## src/rtl/job_loader.sv

```systemverilog
// Job loader: parses framed job bytes, validates the XOR checksum, commits the job
// to registered outputs shared by all mining cores and drives the core enable.
module job_loader #(
  parameter int unsigned TIMEOUT_CYCLES = 1000000,
  parameter int unsigned RESTART_CYCLES = 2
) (
  input  logic             i_clk,
  input  logic             i_reset,
  input  logic [7:0]       i_rx_data,
  input  logic             i_rx_valid,
  output logic             o_rx_ready,
  output logic [7:0]       o_d1,
  output logic [7:0]       o_d2,
  output logic [3:0][7:0]  o_op,
  output logic [7:0]       o_flags,
  output logic [3:0][7:0]  o_expire,
  output logic [31:0][7:0] o_myaddr,
  output logic [31:0][7:0] o_rdata,
  output logic [15:0][7:0] o_pseed,
  output logic [31:0][7:0] o_target,
  output logic             o_enable,
  output logic [7:0]       o_job_id,
  output logic [7:0]       o_err_cnt
);

  localparam int unsigned PayloadLen = 123;
  localparam int unsigned TmoW       = $clog2(TIMEOUT_CYCLES + 1);
  localparam int unsigned RstW       = (RESTART_CYCLES > 1) ? $clog2(RESTART_CYCLES) : 1;

  typedef enum logic [2:0] {StHunt, StCmd, StPayload, StCsum, StCommit, StRestart} state_e;

  state_e          state_q, state_d;
  logic [6:0]      idx_q, idx_d;
  logic [7:0]      xor_q, xor_d;
  logic            load_q, load_d;
  logic [TmoW-1:0] tmo_q, tmo_d;
  logic [RstW-1:0] rst_q, rst_d;
  logic            en_q, en_d;
  logic [7:0]      id_q, id_d;
  logic [7:0]      err_q, err_d;
  logic            err_inc, shadow_we, commit, xfer, active;

  logic [7:0] shadow_q [PayloadLen];
  logic [7:0] job_q    [PayloadLen];

  // Ready only while parsing; forced low during the reset cycle itself.
  always_comb begin
    active     = (state_q == StCmd) || (state_q == StPayload) || (state_q == StCsum);
    o_rx_ready = !i_reset && (active || state_q == StHunt);
    xfer       = i_rx_valid && o_rx_ready;
  end

  // Next-state logic for the frame parser, restart window and counters.
  always_comb begin
    state_d   = state_q;
    idx_d     = idx_q;
    xor_d     = xor_q;
    load_d    = load_q;
    tmo_d     = '0;
    rst_d     = rst_q;
    en_d      = en_q;
    id_d      = id_q;
    err_inc   = 1'b0;
    shadow_we = 1'b0;
    commit    = 1'b0;
    unique case (state_q)
      StHunt: if (xfer && i_rx_data == 8'hA5) state_d = StCmd;
      StCmd: begin
        if (xfer) begin
          if (i_rx_data == 8'h01) begin
            load_d  = 1'b1;
            xor_d   = 8'h01;
            idx_d   = '0;
            state_d = StPayload;
          end else if (i_rx_data == 8'h02) begin
            load_d  = 1'b0;
            xor_d   = 8'h02;
            state_d = StCsum;
          end else begin
            err_inc = 1'b1;
            state_d = StHunt;
          end
        end
      end
      StPayload: begin
        // 0xA5 is plain data here; no resync inside a payload.
        if (xfer) begin
          shadow_we = 1'b1;
          xor_d     = xor_q ^ i_rx_data;
          idx_d     = idx_q + 7'd1;
          if (idx_q == 7'(PayloadLen - 1)) state_d = StCsum;
        end
      end
      StCsum: begin
        if (xfer) begin
          if (i_rx_data == xor_q) begin
            if (load_q) begin
              state_d = StCommit;
            end else begin
              en_d    = 1'b0;
              state_d = StHunt;
            end
          end else begin
            err_inc = 1'b1;
            state_d = StHunt;
          end
        end
      end
      StCommit: begin
        commit  = 1'b1;
        en_d    = 1'b0;
        id_d    = id_q + 8'd1;
        rst_d   = RstW'(RESTART_CYCLES - 1);
        state_d = StRestart;
      end
      StRestart: begin
        // Commit edge counts as the first cycle of the low-enable window.
        if (rst_q == '0) begin
          en_d    = 1'b1;
          state_d = StHunt;
        end else begin
          rst_d = rst_q - RstW'(1);
        end
      end
      default: state_d = StHunt;
    endcase
    // Inter-byte timeout; a transfer in the expiring cycle takes priority.
    if (active && !xfer) begin
      if (tmo_q == TmoW'(TIMEOUT_CYCLES - 1)) begin
        err_inc = 1'b1;
        state_d = StHunt;
      end else begin
        tmo_d = tmo_q + TmoW'(1);
      end
    end
    err_d = (err_inc && err_q != 8'hFF) ? err_q + 8'd1 : err_q;
  end

  // Control and status registers.
  always_ff @(posedge i_clk) begin
    if (i_reset) begin
      state_q <= StHunt;
      idx_q   <= '0;
      xor_q   <= '0;
      load_q  <= 1'b0;
      tmo_q   <= '0;
      rst_q   <= '0;
      en_q    <= 1'b0;
      id_q    <= '0;
      err_q   <= '0;
    end else begin
      state_q <= state_d;
      idx_q   <= idx_d;
      xor_q   <= xor_d;
      load_q  <= load_d;
      tmo_q   <= tmo_d;
      rst_q   <= rst_d;
      en_q    <= en_d;
      id_q    <= id_d;
      err_q   <= err_d;
    end
  end

  // Shadow capture of payload bytes; live job copy updated only on commit.
  always_ff @(posedge i_clk) begin
    if (i_reset) begin
      for (int i = 0; i < PayloadLen; i++) begin
        shadow_q[i] <= '0;
        job_q[i]    <= '0;
      end
    end else begin
      if (shadow_we) shadow_q[idx_q] <= i_rx_data;
      if (commit) begin
        for (int i = 0; i < PayloadLen; i++) job_q[i] <= shadow_q[i];
      end
    end
  end

  // Map the committed payload image onto the job field outputs.
  always_comb begin
    o_d1    = job_q[0];
    o_d2    = job_q[1];
    o_flags = job_q[6];
    for (int i = 0; i < 4; i++) begin
      o_op[i]     = job_q[2 + i];
      o_expire[i] = job_q[7 + i];
    end
    for (int i = 0; i < 32; i++) begin
      o_myaddr[i] = job_q[11 + i];
      o_rdata[i]  = job_q[43 + i];
      o_target[i] = job_q[91 + i];
    end
    for (int i = 0; i < 16; i++) o_pseed[i] = job_q[75 + i];
    o_enable  = en_q;
    o_job_id  = id_q;
    o_err_cnt = err_q;
  end

endmodule

```

## config.mk

```make
export PLATFORM = sky130hd
export DESIGN_NAME = job_loader
export DESIGN_NICKNAME = d
export VERILOG_FILES = /design/src/rtl/job_loader.sv
export SDC_FILE = /design/constraint.sdc
export NUM_CORES = 2
export LEC_CHECK = 0
export ABC_AREA = 1
export CAP_MARGIN = 20
export CORE_MARGIN = 2
export CORE_UTILIZATION = 49
export DETAILED_ROUTE_END_ITERATION = 6
export GPL_TIMING_DRIVEN = 0
export PLACE_DENSITY = 0.82
export SLEW_MARGIN = 20
export SYNTH_ARGS = -nofsm -noshare
export SYNTH_HDL_FRONTEND = slang
export SYNTH_SLANG_ARGS = --single-unit
export TNS_END_PERCENT = 30
```

## constraint.sdc

```tcl
create_clock -name i_clk -period 28.9 [get_ports i_clk]
set_clock_uncertainty 0.05 [all_clocks]
set_input_delay 7.225 -clock i_clk [delete_from_list [all_inputs] [get_ports i_clk]]
set_output_delay 7.225 -clock i_clk [all_outputs]
set_load 0.005 [all_outputs]
```

Word level (Yosys, flattened, before mapping) --
Memories as Yosys holds them, arrays and structs flattened. Index checks and enable logic that the tools add are counted.
Word-level totals: bits in registers 57, RAM bits 1968, bits of input ports 11, output and inout bits 1002, logic and storage cells 358, memories 2
Operators by class: add/subtract/negate cells 5, eq/ne operators 20, mux-type cells 176, bitwise logic cells 125, reductions and logical operators 21
Memories:
- job_q | depth 123, width 8, read ports 123, clocked after memory_dff 0, write ports 123, RTL line 44 | logic [7:0] job_q [PayloadLen];
- shadow_q | depth 123, width 8, read ports 123, clocked after memory_dff 0, write ports 123, RTL line 43 | logic [7:0] shadow_q [PayloadLen];
Operators by type and width (count):
- two-way mux 8 bit | 128
- bitwise OR 1 bit | 123
- two-way mux 3 bit | 10
- two-way mux 7 bit | 4
- two-way mux 1 bit | 26
- adder 20 x 1 -> 20 bit (second input constant) | 1
- equality test 20 bit (second input constant) | 1
- case mux 3 bit (6 select lines) | 1
- adder 8 x 1 -> 8 bit (second input constant) | 2
- case mux 8 bit (2 select lines) | 1
- case mux 7 bit (2 select lines) | 1
- inequality test 2 bit (second input constant) | 5
- equality test 8 x 1 -> 1 bit (second input constant) | 1
- equality test 8 x 2 -> 1 bit (second input constant) | 1
- equality test 8 bit | 1
- equality test 8 bit (second input constant) | 1
- inequality test 8 bit (second input constant) | 1
- AND reduction 4 bit | 2
- OR reduction 8 bit | 1
- XOR 8 bit | 1
- adder 7 x 1 -> 7 bit (second input constant) | 1
- equality test 7 bit (second input constant) | 1
- equality test 3 x 2 -> 1 bit (second input constant) | 2
- equality test 3 bit (second input constant) | 2
- other kinds (17) | 29

Longest topological paths before layout --
depth in word-level cells 13, depth in mapped cells 12, depth with buffers taken out 12

Worst setup path before layout --
OpenSTA, ideal clock, no wires.
path type in2reg, start in i_reset, end mem job_q[0][0] (enable), setup time 6.774 ns, arrival time 23.915 ns, data required time 22.076 ns, path slack -1.839 ns, cell stages on the path 5, buffers on the path 3, cell sequence clkbuf_1 > clkinv_1 > clkbuf_1 > clkbuf_1 > nand2_1
RTL lines:
- from (decl) | RTL line 8 | input logic i_reset,
- to (decl) | RTL line 44

Final worst setup path --
start in i_reset, end out o_rx_ready
Between the ends: longest elaborated chain between the ends 2
Ends and longest elaborated chain:
- logical NOT 1 bit | RTL line 49 | o_rx_ready = !i_reset && (active || state_q == StHunt);
- logical AND 1 bit | RTL line 49
- to (decl) | RTL line 11 | output logic o_rx_ready,
Every way passes these cells.

==> flow_summary.json <==
{
  "synth.area.top_cells": "edfxtp_1 79%, nor2_1 10%, inv_1 5.2%",
  "critPathMaxStageDelay_ns": 0.64,
  "synthCells": 5874,
  "reg2regPathDepth": 8,
  "grt_pass1_wl_um": 320100,
  "cp.required_ns": 21.63,
  "maxCapViolations": 0,
  "cts_tree": "done",
  "critPathLaunch": "i_reset",
  "muxShareOfSynthArea": 0,
  "vias": 49020,
  "worstReg2RegStart": "state_q[1]$_SDFF_PP0_",
  "grt_overflow": 0,
  "reg2reg_to": "job_q[0][190]$_SDFFCE_PN0P_",
  "cts_setup_buffers": 0,
  "power_switching_w": 0.001368,
  "grt_pass1_vias": 47690,
  "hold_viol_final": 0,
  "slew_viol_final": 0,
  "tightest_slew_ns": 1.253,
  "holdPathStages": 1,
  "tns_ns": 0,
  "cp_num_cells": 3,
  "multi_input_area_mm2": 0.01016,
  "drtIter0Drc": 5939,
  "switching_share": 0.2181,
  "yosys.area_share.adder": 0.0008317,
  "arrival_ns": 8.58,
  "pwr-share-seq": 0.541,
  "synthXorXnorAreaFrac": 0.001281,
  "grt_use_total": 0.2880,
  "final_common_cell": "nor2_1",
  "initial_utilization": 0.4940,
  "synth-compound-area-share": 0.005090,
  "fin_util": 0.6238,
  "critPathTopFamily": "buffers and inverters",
  "ctsResizeCount": 0,
  "layout_min_cycle_time_ns": 15.86,
  "wl_per_cell_um": 24.79,
  "row_count": 143,
  "antenna_left": 0,
  "p_per_area_mw_per_mm2": 66.02,
  "fp.coreArea_mm2": 0.1523,
  "numPortBuffers": 1011,
  "seqCellArea_mm2": 0.06024,
  "hold_path_class": "reg -> reg",
  "dieWidth_um": 395.8,
  "synth.cell_area_mm2": 0.07522,
  "path_buf_inv": 2,
  "yosysSeqAreaShare": 0.8009,
  "period_share": 0.5487,
  "worst_slack_ns": 13.04,
  "total_leakage_power_nw": 37.72,
  "synth_top_family_by_area": "simple AND/OR/NAND/NOR gates",
  "r2r_setup_slack_ns": 24.71,
  "status": "finished clean",
  "endpoint": "o_rx_ready",
  "dp_hpwl_um": 161000,
  "max_clock_freq_ghz": 0.06306,
  "yosysWarnings": 0,
  "n_fill_cell": 10350,
  "relSlewSlack": 0.1614,
  "pre_cts_ws_ns": 13.12,
  "synthDistinctLibCells": 31,
  "p_int_w": 0.004903,
  "antenna_found_initial": 19,
  "die_h_um": 395.8,
  "clkTransAtPathRegs_ns": 0.05,
  "synth_nets": 5890,
  "critPathMaxFanout": 7,
  "rsz0062_at_grt": "no",
  "postCtsHoldBufs": 0,
  "synth_top_area_frac": 0.7857,
  "drt_wl_total_um": 230600,
  "drc_errors": 0,
  "cts_root_buffer": "clkbuf_16",
  "power_frac_clock": 0.406,
  "grt_max_degree": 106,
  "viasPerCell": 5.271,
  "setup_violations": 0,
  "combPwrFrac": 0.053,
  "path_class": "in -> out",
  "nNetsFinal": 7118,
  "cts_sinks": 2025,
  "synth.avg_cell_area_um2": 12.80,
  "syn2layout_area_growth_pct": 26.28,
  "yosys.area_share.simple": 0.1272,
  "htree_num_levels": 4,
  "critPathCaptureType": "output pin",
  "clockBufferDepth": 3,
  "layout_common_cells": "2025 x nor2_1, 1968 x edfxtp_1, 1034 x inv_1, 1011 x clkdlybuf4s50_1, 309 x nand2_1",
  "path_cells": "clkbuf_1 > nor2_2 > clkdlybuf4s50_1",
  "peakVddDrop_mv": 0.05479,
  "synth_top_cell_by_area": "edfxtp_1",
  "cp-start-kind": "primary input",
  "clkLatencyLatePin_ns": 0.84,
  "dr.pass1.iters": 6,
  "drive_gt1_frac": 0.05825,
  "dieArea_mm2": 0.1567,
  "cts_buffers": 189,
  "pin_count": 1013,
  "crit_path_top_delay_cell": "clkbuf_1",
  "synth_seq_cells": 2025,
  "gp_congestion": 0.9267
}
layout make-up:
cell class	instances	area share
buffer	245	0.01021
clock buffer	223	0.05236
inverter	1047	0.04138
sequential	2025	0.6342
tap	2030	0.02674
clock inverter	128	0.01446
antenna	9	0.0002371
multi-input combinational	2557	0.1070
timing repair buffer	1037	0.1134
sequential cells by signal (all words and copies together) (netlist names):
signal / count
load_q: 1
o_enable: 1
rst_q: 1
o_job_id: 8
idx_q: 7
tmo_q: 20
shadow_q: 984
state_q: 3
job_q: 984
xor_q: 8
o_err_cnt: 8
power by group through the flow:
stage / Combinational (W) / Clock (W) / Sequential (W)
after floorplan: 0.000103 / 0 / 0.00348
after global placement: 0.000309 / 0 / 0.00350
after detailed placement: 0.000326 / 0 / 0.00345
after CTS: 0.000330 / 0.00255 / 0.00339
after global routing: 0.000348 / 0.00266 / 0.00340
final: 0.000332 / 0.00255 / 0.00339
worst register-to-register path, delay by kind of cell (launching register included):
kind          cells  cell delay, ns
buf+inv           5            2.38
flops             1            0.33
simple gates      3            1.06
synth_stat cells:
cell and number:
nand2_2 52, clkbuf_1 237, or3_1 1, a211oi_1 3
or2_2 5, nand2_1 310, buf_4 5, o21ai_0 22
a21oi_1 40, dfxtp_1 57, xnor2_1 5, xor2_1 6
nand3_1 30, nor2_4 1, buf_2 3, nor2_2 3
nor3_1 17, o31ai_1 1, nor3_4 3, a31oi_1 2
nor2_1 2035, edfxtp_1 1968, o211ai_1 1, clkinv_1 1
ha_1 5, inv_1 1034, nor3_2 2, nand4_1 8
nor3b_1 2, inv_2 12, o21a_1 3
per-layer routing:
layer  global-route usage  part of all wire
met5                    0           0.00020
met4               0.1856             0.073
met3              0.08047              0.11
met2               0.4679              0.48
met1               0.3376              0.33
through the flow:
step	total power, W	std cells	hold slack [ns]	area (um^2)
floorplan	0.003580	5874	0.3675	75220
global placement	0.003813	8915	0.3801	87880
detailed placement	0.003778	8941	0.3987	88610
CTS	0.006272	9292	0.4112	94960
global route	0.006407	9297	0.4367	94970
finish	0.006271	9301	0.4124	94980
how the worst min path moves through the flow:
stage | startpoint | to | slack, ns
2_1_floorplan | tmo_q[0]$_SDFF_PP0_ | tmo_q[0]$_SDFF_PP0_ | 0.37
3_3_place_gp | tmo_q[0]$_SDFF_PP0_ | tmo_q[0]$_SDFF_PP0_ | 0.38
3_5_place_dp | tmo_q[0]$_SDFF_PP0_ | tmo_q[0]$_SDFF_PP0_ | 0.40
4_1_cts | tmo_q[0]$_SDFF_PP0_ | tmo_q[0]$_SDFF_PP0_ | 0.41
5_1_grt | xor_q[0]$_SDFFE_PP0P_ | xor_q[0]$_SDFFE_PP0P_ | 0.44
6_report | tmo_q[0]$_SDFF_PP0_ | tmo_q[0]$_SDFF_PP0_ | 0.41
kinds of logic (layout without fill, tap and decap cells):
| kind of cell | after synthesis | count (layout) |
|---|---|---|
| AO/OA/AOI/OAI | 72 | 72 |
| XOR/XNOR | 11 | 11 |
| adder cells (fa/ha/maj) | 5 | 5 |
| buffers and inverters | 1292 | 2680 |
| flip-flops | 2025 | 2025 |
| other | 0 | 9 |
| AND/OR/NAND/NOR | 2469 | 2469 |
Power figures use the tool's default switching activity.
